`config.mk`:
```
export PLATFORM = sky130hd
export DESIGN_NAME = filter_mode_ctrl_flat
export DESIGN_NICKNAME = d
export VERILOG_FILES = /design/src/rtl/filter_pkg.sv /design/src/rtl/filter_mode_ctrl_if.sv /design/src/rtl/filter_mode_ctrl_flush_counter.sv /design/src/rtl/filter_mode_ctrl.sv /design/src/flat_wrapper.sv
export SDC_FILE = /design/constraint.sdc
export NUM_CORES = 1
export LEC_CHECK = 0
export CORE_MARGIN = 1.5
export CORE_UTILIZATION = 45
export CTS_CLUSTER_SIZE = 10
export DETAILED_ROUTE_END_ITERATION = 10
export PLACE_DENSITY = 0.75
export SLEW_MARGIN = 5
export SYNTH_ARGS = -nofsm -noshare
export SYNTH_HDL_FRONTEND = slang
export SYNTH_SLANG_ARGS = --single-unit
```
`constraint.sdc`:
```
create_clock -name clk_i -period 2.2 [get_ports clk_i]
set_clock_uncertainty 0.15 [all_clocks]
set_input_delay 0.55 -clock clk_i [delete_from_list [all_inputs] [get_ports clk_i]]
set_output_delay 0.55 -clock clk_i [all_outputs]
set_load 0.05 [all_outputs]
```
`src/rtl/filter_pkg.sv`:
```
// -----------------------------------------------------------------------------
// filter_pkg
// Types and helpers shared by the filter mode controller and the filter
// datapath.
//   filter_mode_e : 2-bit mode driven to the datapath (OFF/IDLE/IIR/FIR)
//   ctrl_state_e  : controller state encoding
//   decode_mode() : 3-bit request word -> filter_mode_e
//   settled_mode(): settled controller state -> filter_mode_e
// -----------------------------------------------------------------------------
package filter_pkg;

  localparam int MODE_W = 3;

  typedef enum logic [1:0] {
    MODE_OFF  = 2'd0,
    MODE_IDLE = 2'd1,
    MODE_IIR  = 2'd2,
    MODE_FIR  = 2'd3
  } filter_mode_e;

  typedef enum logic [2:0] {
    S_OFF   = 3'd0,
    S_IDLE  = 3'd1,
    S_IIR   = 3'd2,
    S_FIR   = 3'd3,
    S_FLUSH = 3'd4
  } ctrl_state_e;

  // Request word: bit0 enable, bit1 filter on, bit2 1=IIR / 0=FIR.
  function automatic filter_mode_e decode_mode(input logic [MODE_W-1:0] req);
    filter_mode_e m;
    if (!req[0])      m = MODE_OFF;
    else if (!req[1]) m = MODE_IDLE;
    else if (req[2])  m = MODE_IIR;
    else              m = MODE_FIR;
    return m;
  endfunction

  // FLUSH has no settled mode of its own; it reports OFF here and the
  // controller substitutes the flush target.
  function automatic filter_mode_e settled_mode(input ctrl_state_e s);
    filter_mode_e m;
    case (s)
      S_IDLE:  m = MODE_IDLE;
      S_IIR:   m = MODE_IIR;
      S_FIR:   m = MODE_FIR;
      default: m = MODE_OFF;
    endcase
    return m;
  endfunction

endpackage

```
`src/rtl/filter_mode_ctrl_if.sv`:
```
// -----------------------------------------------------------------------------
// filter_mode_ctrl_if
// Bundles the mode-request handshake, the sample strobe and the datapath
// control outputs of the filter mode controller.
//   master : request source / datapath side (drives request and strobe)
//   slave  : controller side (drives ready and the datapath controls)
// Signals:
//   mode_valid_i   request present
//   mode_i         3-bit request word
//   mode_ready_o   request accepted when high together with mode_valid_i
//   sample_valid_i one-cycle strobe per audio sample
//   mode_o         filter mode to datapath
//   filt_clear_o   one-cycle clear of filter delay lines
//   mute_o         datapath output forced to zero while high
//   busy_o         high while the new filter settles
// -----------------------------------------------------------------------------
interface filter_mode_ctrl_if;
  import filter_pkg::*;

  logic              mode_valid_i;
  logic [MODE_W-1:0] mode_i;
  logic              mode_ready_o;
  logic              sample_valid_i;
  filter_mode_e      mode_o;
  logic              filt_clear_o;
  logic              mute_o;
  logic              busy_o;

  modport master (
    output mode_valid_i, mode_i, sample_valid_i,
    input  mode_ready_o, mode_o, filt_clear_o, mute_o, busy_o
  );

  modport slave (
    input  mode_valid_i, mode_i, sample_valid_i,
    output mode_ready_o, mode_o, filt_clear_o, mute_o, busy_o
  );

endinterface

```
`src/rtl/filter_mode_ctrl_flush_counter.sv`:
```
// -----------------------------------------------------------------------------
// flush_counter
// Down-counter timing the mute window after a filter change.
//   clk_i, rst_i  clock, synchronous active-high reset
//   load_i        load load_val_i (start of a flush)
//   load_val_i    number of sample strobes to wait
//   clear_i       zero the counter (flush aborted)
//   dec_i         decrement on a counted sample strobe
//   tc_o          terminal count: the next counted strobe ends the flush
// -----------------------------------------------------------------------------
module flush_counter #(
  parameter int CNT_W = 4
) (
  input  logic             clk_i,
  input  logic             rst_i,
  input  logic             load_i,
  input  logic [CNT_W-1:0] load_val_i,
  input  logic             clear_i,
  input  logic             dec_i,
  output logic             tc_o
);

  logic [CNT_W-1:0] cnt_q;

  // Clear wins over load so an abort can never leave a stale count behind.
  always_ff @(posedge clk_i) begin
    if (rst_i || clear_i) begin
      cnt_q <= '0;
    end else if (load_i) begin
      cnt_q <= load_val_i;
    end else if (dec_i && (cnt_q != '0)) begin
      cnt_q <= cnt_q - 1'b1;
    end
  end

  assign tc_o = (cnt_q == CNT_W'(1));

endmodule

```
`src/rtl/filter_mode_ctrl.sv`:
```
// -----------------------------------------------------------------------------
// filter_mode_ctrl
// Sequences the audio filter path between OFF, IDLE (bypass), IIR and FIR.
// Every entry into a filtering mode clears the filter state and mutes the
// output for FLUSH_SAMPLES sample strobes while the new filter settles.
//   clk_i  system clock, rising edge
//   rst_i  synchronous active-high reset
//   bus    filter_mode_ctrl_if.slave (request handshake, sample strobe,
//          datapath mode/clear/mute/busy)
//
// state   | meaning
// --------+-----------------------------------------------------------
// S_OFF   | filter path off
// S_IDLE  | bypass, data passes unfiltered
// S_IIR   | IIR filter settled and audible
// S_FIR   | FIR filter settled and audible
// S_FLUSH | target filter running warm, output muted, counting strobes
// -----------------------------------------------------------------------------
module filter_mode_ctrl
  import filter_pkg::*;
#(
  parameter  int FLUSH_SAMPLES = 8,
  localparam int CNT_W         = $clog2(FLUSH_SAMPLES + 1)
) (
  input  logic                clk_i,
  input  logic                rst_i,
  filter_mode_ctrl_if.slave   bus
);

  ctrl_state_e  state_q, state_d;
  filter_mode_e target_q, target_d;
  filter_mode_e req_mode;
  filter_mode_e cur_mode;
  filter_mode_e mode_d;
  logic         ready;
  logic         accept;
  logic         cnt_load;
  logic         cnt_clear;
  logic         cnt_dec;
  logic         cnt_tc;
  logic         in_flush_d;

  flush_counter #(
    .CNT_W (CNT_W)
  ) u_flush_counter (
    .clk_i      (clk_i),
    .rst_i      (rst_i),
    .load_i     (cnt_load),
    .load_val_i (CNT_W'(FLUSH_SAMPLES)),
    .clear_i    (cnt_clear),
    .dec_i      (cnt_dec),
    .tc_o       (cnt_tc)
  );

  always_comb begin
    req_mode  = decode_mode(bus.mode_i);
    cur_mode  = settled_mode(state_q);
    // OFF is always accepted so a flush can be aborted at any time.
    ready     = (state_q != S_FLUSH) || (req_mode == MODE_OFF);
    accept    = bus.mode_valid_i && ready;

    state_d   = state_q;
    target_d  = target_q;
    cnt_load  = 1'b0;
    cnt_clear = 1'b0;
    cnt_dec   = 1'b0;

    case (state_q)
      S_OFF, S_IDLE, S_IIR, S_FIR: begin
        if (accept && (req_mode != cur_mode)) begin
          case (req_mode)
            MODE_OFF: begin
              state_d  = S_OFF;
              target_d = MODE_OFF;
            end
            MODE_IDLE: begin
              state_d  = S_IDLE;
              target_d = MODE_IDLE;
            end
            default: begin
              // Covers IIR<->FIR as well: the other filter starts cold.
              state_d  = S_FLUSH;
              target_d = req_mode;
              cnt_load = 1'b1;
            end
          endcase
        end
      end
      S_FLUSH: begin
        if (accept) begin
          state_d   = S_OFF;
          target_d  = MODE_OFF;
          cnt_clear = 1'b1;
        end else if (bus.sample_valid_i) begin
          cnt_dec = 1'b1;
          if (cnt_tc) begin
            state_d = (target_q == MODE_IIR) ? S_IIR : S_FIR;
          end
        end
      end
      default: begin
        state_d   = S_OFF;
        target_d  = MODE_OFF;
        cnt_clear = 1'b1;
      end
    endcase

    in_flush_d = (state_d == S_FLUSH);
    mode_d     = in_flush_d ? target_d : settled_mode(state_d);
  end

  assign bus.mode_ready_o = ready;

  always_ff @(posedge clk_i) begin
    if (rst_i) begin
      state_q          <= S_OFF;
      target_q         <= MODE_OFF;
      bus.mode_o       <= MODE_OFF;
      bus.filt_clear_o <= 1'b0;
      bus.mute_o       <= 1'b0;
      bus.busy_o       <= 1'b0;
    end else begin
      state_q          <= state_d;
      target_q         <= target_d;
      bus.mode_o       <= mode_d;
      // The clear pulse coincides with the first FLUSH cycle only.
      bus.filt_clear_o <= cnt_load;
      bus.mute_o       <= in_flush_d;
      bus.busy_o       <= in_flush_d;
    end
  end

endmodule

```
`src/flat_wrapper.sv`:
```
// flat-port wrapper written by rule: the top's interface ports become plain ports
module filter_mode_ctrl_flat import filter_pkg::*;
#(
  parameter  int FLUSH_SAMPLES = 8,
  localparam int CNT_W         = $clog2(FLUSH_SAMPLES + 1)
)
  (clk_i, rst_i, bus_mode_valid_i, bus_mode_i, bus_sample_valid_i, bus_mode_ready_o, bus_mode_o, bus_filt_clear_o, bus_mute_o, bus_busy_o);
  filter_mode_ctrl_if bus_i ();
  input  logic clk_i;
  input  logic rst_i;
  input wire logic [$bits(bus_i.mode_valid_i)-1:0] bus_mode_valid_i;
  input wire logic [$bits(bus_i.mode_i)-1:0] bus_mode_i;
  input wire logic [$bits(bus_i.sample_valid_i)-1:0] bus_sample_valid_i;
  output wire logic [$bits(bus_i.mode_ready_o)-1:0] bus_mode_ready_o;
  output wire logic [$bits(bus_i.mode_o)-1:0] bus_mode_o;
  output wire logic [$bits(bus_i.filt_clear_o)-1:0] bus_filt_clear_o;
  output wire logic [$bits(bus_i.mute_o)-1:0] bus_mute_o;
  output wire logic [$bits(bus_i.busy_o)-1:0] bus_busy_o;
  assign bus_i.mode_valid_i = bus_mode_valid_i;
  assign bus_i.mode_i = bus_mode_i;
  assign bus_i.sample_valid_i = bus_sample_valid_i;
  assign bus_mode_ready_o = bus_i.mode_ready_o;
  assign bus_mode_o = bus_i.mode_o;
  assign bus_filt_clear_o = bus_i.filt_clear_o;
  assign bus_mute_o = bus_i.mute_o;
  assign bus_busy_o = bus_i.busy_o;
  filter_mode_ctrl #(.FLUSH_SAMPLES(FLUSH_SAMPLES)) u_core (.clk_i(clk_i), .rst_i(rst_i), .bus(bus_i));
endmodule
```
# [Yosys cells after proc, flatten, opt, wreduce, memory -nomap -nowiden]
# Index checks and enable logic that the tools add are counted.
[totals] in_bits=7 wordCells=60 register_bits=13 out_inout_bits=6
[op_classes] n_mux=27 n_reduce_logical=12 eq_ne=13 add_sub_neg=1
[op_table] operator="equality test 3 x 2 -> 1 bit, second input constant" count=4
[op_table] operator="2-to-1 mux 3 bit" count=4
[op_table] operator="case mux 2 bit (3 select lines)" count=2
[op_table] operator="case mux 3 bit (2 select lines)" count=2
[op_table] operator="2-to-1 mux 2 bit" count=5
[op_table] operator="2-to-1 mux 1 bit" count=9
[op_table] operator="2-to-1 mux 4 bit" count=2
[op_table] operator="case mux 2 bit (2 select lines)" count=2
[op_table] operator="equality test 3 x 1 -> 1 bit, second input constant" count=2
[op_table] operator="equality test 3 bit, second input constant" count=2
[op_table] operator="equality test 4 x 1 -> 1 bit, second input constant" count=1
[op_table] operator="nonzero test 4 bit" count=1
[op_table] operator="OR reduction 2 bit" count=2
[op_table] operator="OR reduction 4 bit" count=1
[op_table] operator="subtractor 4 x 1 -> 4 bit, second input constant" count=1
[op_table] operator="logical AND 1 bit" count=3
[op_table] operator="zero test 3 bit" count=1
[op_table] operator="!= test 3 bit, second input constant" count=1
[op_table] operator="equality test 2 x 1 -> 1 bit, second input constant" count=1
[op_table] operator="equality test 2 bit, second input constant" count=1
[op_table] operator="zero test 2 bit" count=1
[op_table] operator="logical OR 1 bit" count=2
[op_table] operator="!= test 2 bit" count=1
[op_table] operator="case mux 1 bit (2 select lines)" count=1
[op_table] operator="nonzero test 2 bit" count=1

# [Depth between registers and ports, before layout]
# Gate-level depths: netlist (run 1).
[depth] depth_word=12 depth_mapped=7 ltp_nobuf=7

# [Hierarchy]
# From an unflattened synthesis (run 1), not the netlist that was laid out.
[hier_totals] hier_cells=96 hier_area_um2=792.0
[by_module_without_submodules] module="filter_mode_ctrl" cells_per_inst=62 n_inst=1 seq_area_each_um2=180.2 area_per_inst_um2=514.2
[by_module_without_submodules] module="flush_counter" cells_per_inst=34 n_inst=1 seq_area_each_um2=80.1 area_per_inst_um2=277.8

# [Least setup slack after synthesis (run 1)]
# No wires, ideal clock.
[synth_path] kind="in2reg" startpoint="in bus_mode_i[1]" endpoint="reg u_core.bus.mode_o[0]" n_path_buf=0 setup_ps=120 required_ps=1930 setup_slack_ps=395 arrival_ps=1534 path_stages=5 cell_sequence="or3b_1 > and2_4 > a32o_1 > a21oi_1 > o21bai_1"
[synth_via] elab_chain_cells=11 elab_cells_between_ends=22 classes_between="eq/ne: 6; mux: 12; reduce/logical: 4"
[synth_rtl] item="from (decl)" line_no="flat_wrapper.sv:12" rtl="input wire logic [$bits(bus_i.mode_i)-1:0] bus_mode_i;"
[synth_rtl] item="2-to-1 mux 2 bit *" line_no="filter_pkg.sv:33" rtl="else if (!req[1]) m = MODE_IDLE;"
[synth_rtl] item="2-to-1 mux 2 bit *" line_no="filter_pkg.sv:32" rtl="if (!req[0]) m = MODE_OFF;"
[synth_rtl] item="branches (longest 8 deep; another with case mux 3 bit (2 select lines))"
[synth_rtl] item="2-to-1 mux 2 bit *" line_no="filter_mode_ctrl.sv:109" rtl="mode_d = in_flush_d ? target_d : settled_mode(state_d);"
[synth_rtl] item="to (signal assigned)" line_no="filter_mode_ctrl.sv:125" rtl="bus.mode_o <= mode_d;"
[synth_rtl] item="to (decl)" line_no="filter_mode_ctrl_if.sv:36" rtl="output mode_ready_o, mode_o, filt_clear_o, mute_o, busy_o"
# Every way passes the cells marked *.
# A chain may end at the register's enable or synchronous reset.

# [Worst setup path after layout (run 1)]
[layout_path] startpoint="reg u_core.bus.mute_o" endpoint="out bus_mute_o"
[layout_lines] item="from (decl)" line_no="filter_mode_ctrl_if.sv:36"
[layout_lines] item="from (signal assigned)" line_no="filter_mode_ctrl.sv:128" rtl="bus.mute_o <= in_flush_d;"
[layout_lines] item="to (decl)" line_no="flat_wrapper.sv:17" rtl="output wire logic [$bits(bus_i.mute_o)-1:0] bus_mute_o;"
# No word-level cell between the ends.

==> reports/results.tsv, run 1 <==
metric	value	unit
Num CTS Buffers	3	
fin crit share	95.34	%
layout cell share with drive strength beyond 1	16.67	%
largest family of logic cells by synthesized area	simple AND/OR/NAND/NOR gates	
DRT Pass-1 Iters	6	
Final Max Tran Viols	0	
dpl cells	126	
Post-Route WL	1.700	mm
fmax	0.4767	GHz
YS warnings	0	
# IOs	13	
area occupied by multi-input gates	455.4	µm²
min Tclk post-route	2098	ps
maximum vdd ir drop	0.0003926	V
setup TNS	0	ps
crit path to	bus_mute_o	
post-CTS setup buffers	0	
Largest delay share family, worst path	buffers and inverters	
synthesized area per cell	8.442	µm²
CP endpoint kind	output port	
Worst path depth	1	
Pleak	0.4107	nW
Switch Pwr	0.0001253	W
Final Hold Fails	0	
gr ovfl total	0	
Post-CTS Hold Fix Bufs	0	
total track usage	20.17	%
met2 usage	32.06	%
WL/cell	13.08	µm
Syn Std Cell Area	768.2	µm²
Critical R2R Capture	u_core.u_flush_counter.cnt_q[2]$_SDFFE_PP0P_	
vias per cell	5.769	
GR peak layer	met2	
worst min-delay path category	flop to flop	
top cell type by total area after synthesis	dfxtp_1	
Clk pin slew, worst setup/hold paths	70	ps
num rows	14	
MaxCap Viol Count	0	
hold slack	386.2	ps
via total after detailed routing	750	
initial drt markers	17	
Area growth syn-to-layout	29.80	%
RD Place Congestion	0.8656	
Flop pwr share	51.2	%
Synth Area in Simple Gates	29.80	%
synthesized instance count	91	
DP HPWL	1.347	mm
Internal Power	0.0003597	W
IO buf count	12	
reg-to-reg slack, setup	400	ps
worst path required time	1500	ps
most common cell after layout, fill and taps aside	dfxtp_1	
Synth cell types	38	
P per Cell Area	486.3	mW/mm²
antenna violations before repair	0	
critical path arrival	1400	ps
reg2reg start	u_core.u_flush_counter.cnt_q[0]$_SDFFE_PP0P_	
DR DRC count	0	
Final Setup Violations	0	
post_cts resized	0	
status	finished, final reports clean	
Yosys reg bits	13	
R2R depth	8	
chain of cells forming the critical path	clkdlybuf4s50_1	
vias in the first global route	740	
worst slew pin tran	501.6	ps
Relative slew margins	66.46	%
Startpoint Class	flop	
post-route insts no fill	130	
Synth Area in Compound Gates	21.50	%
Die Wd	44.32	µm
starting density of the core	49.28	%
M1 GR Usage	25.32	%
post-synthesis mux area share	0	%
first-pass GRT wire length	2.932	mm
Clk Latency, worst-skew pair	260	ps
CTS root buffer	clkbuf_4	
TritonCTS clock tree	done	
post-synth top area share	33.88	%
Combinational Power Share	20.2	%
Seq. cell area	260.3	µm²
switch share	25.84	%
syn_nets	100	
Synth Area in XOR/XNOR	3.420	%
Fill cells	124	
Longest Clk Path Bufs	2	
Placeable Area	0.001559	mm²
synth top area cells	dfxtp_1 34%, nor2_1 5.4%, a21oi_1 4.6%	
RSZ-0062 raised after global routing	false	
fraction of the mapped netlist area in adder cells	4.560	%
antenna viol nets, final	0	
clock tree sinks	13	
Crit Path Max Fanout	2	
max incr delay on CP	800	ps
pin count of the biggest net entering global routing	11	
Clk network pwr share	28.6	%
most frequent cells in the layout	13 x dfxtp_1, 11 x nor2_1, 11 x clkdlybuf4s50_1, 11 x buf_4	
Crit-path slowest cell	clkdlybuf4s50_1	
GR met3 Demand/Resource	2.041	%
Crit Path Category	flop to output port	
Die H	44.32	µm
CP bufs+invs	1	
Final nets	124	
die footprint	0.001964	mm²
antenna cells	0	
Critical Path Source	u_core.bus.mute_o$_SDFF_PP0_	
H-tree depth	1	
Seq/Total Area, Yosys	33.88	%
power groups by stage:
stage / logic [W] / registers, W / clock network [W]
2_1_floorplan: 0.0000449 / 0.000262 / 0
3_3_place_gp: 0.0000965 / 0.000253 / 0
3_5_place_dp: 0.0000971 / 0.000253 / 0
4_1_cts: 0.0000977 / 0.000248 / 0.000147
5_1_grt: 0.000106 / 0.000249 / 0.000158
6_report: 0.0000981 / 0.000248 / 0.000138
cell usage after synthesis:
library cell and n:
o211a_1 1, o22ai_1 1, a32o_1 1, o21bai_1 2, dfxtp_1 13, or3b_1 1
nand4b_1 2, buf_1 1, maj3_1 1, nand4_1 3, a21oi_1 7, nand2b_1 3
xnor2_1 3, nand2_1 7, a31oi_1 1, or3b_2 1, nor3b_2 1, o2111ai_1 1
nor2b_1 1, and2_4 1, or2_1 1, a21o_1 2, nor4_1 1, and2_1 1
buf_4 2, a21boi_1 1, a32oi_1 2, buf_6 1, a221oi_4 1, and3b_1 1
ha_1 2, nor2_1 11, and3_1 1, nand3b_1 1, nor3_1 1, inv_1 6
a21boi_0 1, nand3_1 3
worst register-to-register path, cell delays in order, from the launching register on:
cell and delay, ps:
dfxtp_1 330, inv_1 100, ha_1 180, or3b_2 450
nand4_1 130, buf_4 140, nor2_1 50, xnor2_1 130
nor2_1 50
registers in the layout, indices dropped and copies added, names as in the netlist:
register and flops:
u_core.u_flush_counter.cnt_q 4, u_core.state_q 3, u_core.bus.mode_o 2, u_core.target_q 2, u_core.bus.filt_clear_o 1, u_core.bus.mute_o 1
kinds of logic (layout without fill, tap and decap cells):
group / after synthesis / in the layout
compound gates: 21 / 21
xor+xnor: 3 / 3
fa+ha+maj: 3 / 3
buf+inv: 10 / 33
flops: 13 / 13
simple gates: 41 / 41
stage by stage:
stage | utilization [%] | cell area [µm²] | total power [W] | setup slack, ps
finish | 63.96 | 997.2 | 0.0004849 | 102.5
global route | 63.96 | 997.2 | 0.0005133 | 48.59
CTS | 63.96 | 997.2 | 0.0004928 | 83.54
global placement | 62.28 | 970.9 | 0.0003499 | -71.05
floorplan | - | 768.2 | 0.0003072 | 395.2
detailed placement | 62.28 | 970.9 | 0.0003505 | -118.7
how the worst min path moves through the flow:
stage / from / to / slack [ps] / cells after the start
finish: u_core.u_flush_counter.cnt_q[1]$_SDFFE_PP0P_ / u_core.u_flush_counter.cnt_q[1]$_SDFFE_PP0P_ / 390 / 2
global route: u_core.u_flush_counter.cnt_q[1]$_SDFFE_PP0P_ / u_core.u_flush_counter.cnt_q[1]$_SDFFE_PP0P_ / 430 / 2
global placement: u_core.u_flush_counter.cnt_q[1]$_SDFFE_PP0P_ / u_core.u_flush_counter.cnt_q[1]$_SDFFE_PP0P_ / 350 / 2
floorplan: u_core.u_flush_counter.cnt_q[1]$_SDFFE_PP0P_ / u_core.u_flush_counter.cnt_q[1]$_SDFFE_PP0P_ / 330 / 2
detailed placement: u_core.u_flush_counter.cnt_q[1]$_SDFFE_PP0P_ / u_core.u_flush_counter.cnt_q[1]$_SDFFE_PP0P_ / 380 / 2
CTS: u_core.u_flush_counter.cnt_q[1]$_SDFFE_PP0P_ / u_core.u_flush_counter.cnt_q[1]$_SDFFE_PP0P_ / 390 / 2
routing by layer:
layer,up-vias,part of all wire [%]
met5,-,0
met4,0,1.2
met3,4,5.9
met2,33,48
met1,341,45
li1,372,-
cell type report:
cell class | instances | area share (%)
Clock buffer | 4 | 2.635
Multi-Input combinational cell | 68 | 45.67
Tap cell | 16 | 2.008
Sequential cell | 13 | 26.10
Timing Repair Buffer | 23 | 21.33
Inverter | 6 | 2.258
Note: power is estimated with default switching activity, not from simulation.
==> run 2, diff against run 1 <==
--- a/config.mk
+++ b/config.mk
@@ -7,9 +7,8 @@
 export LEC_CHECK = 0
 export CORE_MARGIN = 1.5
 export CORE_UTILIZATION = 45
-export CTS_CLUSTER_SIZE = 10
 export DETAILED_ROUTE_END_ITERATION = 10
-export PLACE_DENSITY = 0.75
+export PLACE_DENSITY = 0.69
 export SLEW_MARGIN = 5
 export SYNTH_ARGS = -nofsm -noshare
 export SYNTH_HDL_FRONTEND = slang
==> run 2 against run 1 <==
Critical path depth unchanged. Sequential power about the same. Clock power about the same. Total power decreased by 0.28%. Via count decreased by 6.7%. Setup slack improved by 4.9 ps. Final cell count decreased by 1.5%. Critical path type unchanged. Critical endpoint is now bus_busy_o. Largest cell class unchanged. Highest routed layer unchanged.
==> reports/results.tsv, run 2 (same netlist as run 1, synthesis figures left out) <==
metric	value	unit	change
DR DRC count	0		unchanged
vias per cell	5.469		-5.2%
Pleak	0.4010	nW	-2.4%
total track usage	18.77	%	-1.4 points
status	finished, final reports clean		
Crit Path Category	flop to output port		
Final Setup Violations	0		unchanged
WL/cell	12.55	µm	-4.1%
max reg flops	4		unchanged
antenna violations before repair	0		unchanged
overall power	0.0004836	W	-0.28%
num rows	14		unchanged
DRT Pass-1 Iters	6		unchanged
Clk network pwr share	29.0	%	+0.4 points
gr ovfl total	0		unchanged
# IOs	13		unchanged
Combinational Power Share	19.3	%	-0.9 points
most frequent cells in the layout	13 x dfxtp_1, 11 x nor2_1, 11 x clkdlybuf4s50_1		
initial drt markers	35		+18
post-CTS setup buffers	0		unchanged
Longest Clk Path Bufs	2		unchanged
worst min-delay path category	flop to flop		
most common cell after layout, fill and taps aside	dfxtp_1		
antenna cells	0		unchanged
vias in the first global route	635		-14%
Post-CTS Hold Fix Bufs	0		unchanged
Post-Route WL	1.606	mm	-5.5%
H-tree depth	1		unchanged
Final Max Tran Viols	0		unchanged
Relative slew margins	67.13	%	+0.67 points
setup TNS	0	ps	unchanged
CTS root buffer	clkbuf_4		
switch share	25.99	%	+0.15 points
clock tree sinks	13		unchanged
maximum vdd ir drop	0.0003505	V	-11%
first-pass GRT wire length	2.684	mm	-8.5%
worst path required time	1500	ps	about the same
fin crit share	95.12	%	-0.22 points
RD Place Congestion	0.8499		-1.8%
RSZ-0062 raised after global routing	false		
Largest delay share family, worst path	buffers and inverters		
Biggest register	u_core.u_flush_counter.cnt_q		
Die H	44.32	µm	unchanged
chain of cells forming the critical path	clkdlybuf4s50_1		
post_cts resized	0		unchanged
Die Wd	44.32	µm	unchanged
CP endpoint kind	output port		
TritonCTS clock tree	done		
pin count of the biggest net entering global routing	11		unchanged
Final nets	122		-1.6%
Switch Pwr	0.0001257	W	+0.32%
worst slew pin tran	491.5	ps	-10.08 ps
Crit Path Max Fanout	2		unchanged
die footprint	0.001964	mm²	unchanged
DP HPWL	1.249	mm	-7.2%
Placeable Area	0.001559	mm²	unchanged
biggest regs	u_core.u_flush_counter.cnt_q x4, u_core.state_q x3		
min Tclk post-route	2093	ps	-4.862 ps
CP bufs+invs	1		unchanged
Clk Latency, worst-skew pair	270	ps	about the same
Internal Power	0.0003579	W	-0.48%
Clk pin slew, worst setup/hold paths	80	ps	about the same
critical path arrival	1390	ps	about the same
Final Hold Fails	0		unchanged
Flop pwr share	51.7	%	+0.5 points
Startpoint Class	flop		
IO buf count	12		unchanged
Area growth syn-to-layout	27.85	%	
MaxCap Viol Count	0		unchanged
fmax	0.4779	GHz	+0.23%
via total after detailed routing	700		-6.7%
starting density of the core	49.28	%	unchanged
Crit-path slowest cell	clkdlybuf4s50_1		
P per Cell Area	492.4	mW/mm²	+1.2%
layout cell share with drive strength beyond 1	15.18	%	-1.5 points
max incr delay on CP	800	ps	about the same
Num CTS Buffers	3		unchanged
antenna viol nets, final	0		unchanged
## run 2: power groups by stage
stage / clock network (W) / logic [W] / registers [W]
floorplan: 0 / 0.0000449 / 0.000262
global placement: 0 / 0.0000931 / 0.000255
detailed placement: 0 / 0.0000930 / 0.000255
CTS: 0.000146 / 0.0000937 / 0.000250
global route: 0.000155 / 0.000101 / 0.000251
finish: 0.000140 / 0.0000935 / 0.000250
## run 2: worst register-to-register path, stage by stage (launching register included)
cell      delay (ps)
dfxtp_1          530
or3b_1           410
and2_4           170
a32o_1           240
a21oi_1          150
o21bai_1          90
## run 2: per-layer routing
layer | vias up | part of all wire [%] | GRT usage, %
met5 | - | 0 | 0
met4 | 0 | 0.56 | 12.12
met3 | 2 | 4.2 | 1.224
met2 | 18 | 46 | 29.41
met1 | 310 | 49 | 24.87
li1 | 370 | - | -
## run 2: path summary, 6_finish.rpt
kind                                                start                                      endpoint  slack [ps]  depth (start not counted)
max                          u_core.bus.mute_o$_SDFF_PP0_                                    bus_busy_o         110                          1
min          u_core.u_flush_counter.cnt_q[1]$_SDFFE_PP0P_  u_core.u_flush_counter.cnt_q[1]$_SDFFE_PP0P_         380                          2
max reg2reg                  u_core.state_q[0]$_SDFF_PP0_               u_core.bus.mode_o[0]$_SDFF_PP0_         360                          5
min reg2reg  u_core.u_flush_counter.cnt_q[1]$_SDFFE_PP0P_  u_core.u_flush_counter.cnt_q[1]$_SDFFE_PP0P_         380                          2
## run 2: area by class of cell
cell class,count,area [µm²]
well taps,16,20.02
repair buffers,21,197.7
flip-flops and latches,13,260.3
fillers,133,576.8
inverters,6,22.52
clock buffers,4,26.28
multi-input cells,68,455.4
## run 2: per-stage QoR
step                hold WS, ps  std cells  utilization [%]  setup slack (ps)  instance area [µm²]
finish                    380.7        128            63.00             107.3                982.2
global route              418.2        128            63.00             65.44                982.2
CTS                       377.9        128            63.00             87.38                982.2
detailed placement        358.0        124            61.32            -74.09                955.9
global placement          354.4        124            61.32            -77.30                955.9
floorplan                 328.3         91                -             395.2                768.2
==> run 3, diff against run 2 <==
--- a/config.mk
+++ b/config.mk
@@ -8,7 +8,9 @@
 export CORE_MARGIN = 1.5
 export CORE_UTILIZATION = 45
 export DETAILED_ROUTE_END_ITERATION = 10
+export GPL_TIMING_DRIVEN = 0
 export PLACE_DENSITY = 0.69
+export SKIP_LAST_GASP = 1
 export SLEW_MARGIN = 5
 export SYNTH_ARGS = -nofsm -noshare
 export SYNTH_HDL_FRONTEND = slang
==> run 3 against run 2 <==
Total power is 2.2% lower. Setup slack worse by 10 ps. Maximum frequency is 0.49% lower. Critical path type is now input port to output port. Largest cell class unchanged. Largest power group unchanged.
==> reports/results.tsv, run 3 (same netlist as run 1, synthesis figures left out) <==
metric	value	unit	change
CTS root buffer	clkbuf_4		
max reg flops	4		unchanged
initial drt markers	33		-5.7%
worst slew pin tran	495.0	ps	+3.459 ps
overall power	0.0004731	W	-2.2%
GR peak layer	met2		
Num CTS Buffers	3		unchanged
Pleak	0.3844	nW	-4.1%
max incr delay on CP	500	ps	-300 ps
die footprint	0.001964	mm²	unchanged
Worst path depth	3		+2
met2 usage	29.41	%	unchanged
starting density of the core	49.28	%	unchanged
area occupied by multi-input gates	473.0	µm²	+3.8%
Final nets	117		-4.1%
Final WS setup	96.97	ps	-10.35 ps
hold slack	423.9	ps	+43.19 ps
GR met3 Demand/Resource	1.633	%	+0.41 points
CP bufs+invs	2		+1
Longest Clk Path Bufs	2		unchanged
R2R depth	8		+3
worst min-delay path category	flop to flop		
status	finished, final reports clean		
vias per cell	5.797		+6.0%
RSZ-0062 raised after global routing	false		
DR DRC count	0		unchanged
antenna violations before repair	0		unchanged
Clk pin slew, worst setup/hold paths	70	ps	about the same
Area growth syn-to-layout	23.13	%	
Placeable Area	0.001559	mm²	unchanged
total track usage	18.95	%	+0.19 points
fin util	60.67	%	-2.3 points
Startpoint Class	input port		
Post-CTS Hold Fix Bufs	0		unchanged
RD Place Congestion	0.8339		-1.9%
setup TNS	0	ps	unchanged
# IOs	13		unchanged
Die H	44.32	µm	unchanged
fmax	0.4755	GHz	-0.49%
Fill cells	134		+0.75%
Biggest register	u_core.u_flush_counter.cnt_q		
reg-to-reg slack, setup	320	ps	-40 ps
Seq. cell area	260.3	µm²	unchanged
Post-Route WL	1.686	mm	+5.0%
MaxCap Viol Count	0		unchanged
DP HPWL	1.251	mm	+0.13%
Crit Path Category	input port to output port		
dpl ws	-450.5	ps	-376.4 ps
antenna viol nets, final	0		unchanged
Crit-path slowest cell	clkdlybuf4s50_1		
critical path arrival	1400	ps	about the same
WL/cell	13.71	µm	+9.2%
Final Max Tran Viols	0		unchanged
IO buf count	11		-1
Final Setup Violations	0		unchanged
TritonCTS clock tree	done		
layout cell share with drive strength beyond 1	13.08	%	-2.1 points
Die Wd	44.32	µm	unchanged
Crit Path Max Fanout	6		+4
clock tree sinks	13		unchanged
maximum vdd ir drop	0.0003634	V	+3.7%
Clk Latency, worst-skew pair	270	ps	about the same
worst path required time	1500	ps	about the same
DRT Pass-1 Iters	6		unchanged
Final Hold Fails	0		unchanged
via total after detailed routing	713		+1.9%
most frequent cells in the layout	13 x dfxtp_1, 11 x nor2_1, 8 x clkdlybuf4s50_1		
CP endpoint kind	output port		
min Tclk post-route	2103	ps	+10.35 ps
hold path depth	2		unchanged
M1 GR Usage	24.18	%	-0.69 points
Relative slew margins	66.90	%	-0.23 points
most common cell after layout, fill and taps aside	dfxtp_1		
chain of cells forming the critical path	clkdlybuf4s50_1 > nand2_1 > buf_2		
vias in the first global route	644		+1.4%
Largest delay share family, worst path	buffers and inverters		
num rows	14		unchanged
H-tree depth	1		unchanged
antenna cells	0		unchanged
P per Cell Area	500.2	mW/mm²	+1.6%
first-pass GRT wire length	2.684	mm	unchanged
fin crit share	95.59	%	+0.47 points
gr ovfl total	0		unchanged
biggest regs	u_core.u_flush_counter.cnt_q x4, u_core.state_q x3		
pin count of the biggest net entering global routing	11		unchanged
-- run 3: metal layers --
layer	vias to the layer above	part of all wire, %
met5	-	0
met4	0	1.1
met3	4	4.0
met2	21	48
met1	330	47
li1	358	-
-- run 3: timing repair --
item / 4_1_cts / 5_1_grt
pin swaps: 1 / 0
gates resized for setup: 6 / 4
endpoints found under the setup margin: 3 / 6
setup buffers: 1 / 0
-- run 3: path summary, 6_finish.rpt --
path,startpoint,endpoint
setup / recovery,bus_mode_i[0],bus_mode_ready_o
setup reg to reg,u_core.u_flush_counter.cnt_q[0]$_SDFFE_PP0P_,u_core.u_flush_counter.cnt_q[2]$_SDFFE_PP0P_
hold / removal,u_core.u_flush_counter.cnt_q[1]$_SDFFE_PP0P_,u_core.u_flush_counter.cnt_q[1]$_SDFFE_PP0P_
hold reg to reg,u_core.u_flush_counter.cnt_q[1]$_SDFFE_PP0P_,u_core.u_flush_counter.cnt_q[1]$_SDFFE_PP0P_
-- run 3: final cells by class --
cell class              instances  area share (%)
inverters                       6           2.381
well taps                      16           2.116
clock buffers                   4           2.778
multi-input cells              68           50.00
plain buffers                   4           3.175
flip-flops and latches         13           27.51
repair buffers                 12           12.04
-- run 3: power breakdown --
part           total [W]  switching (W)  internal (W)
Combinational  0.0000846      0.0000498     0.0000349
Clock           0.000140      0.0000698     0.0000702
Sequential      0.000248     0.00000552      0.000243
-- run 3: through the flow --
stage	cell area [µm²]	std cells
finish	945.9	123
detailed placement	898.4	118
global placement	898.4	118
floorplan	768.2	91
CTS	947.2	123
global route	945.9	123
-- run 3: worst reg2reg max path: stages, from the launching register on --
cell	delay, ps
dfxtp_1	350
inv_1	110
ha_1	170
or3b_2	440
nand4_1	170
buf_4	160
nor2_1	50
xnor2_1	130
nor2_1	50
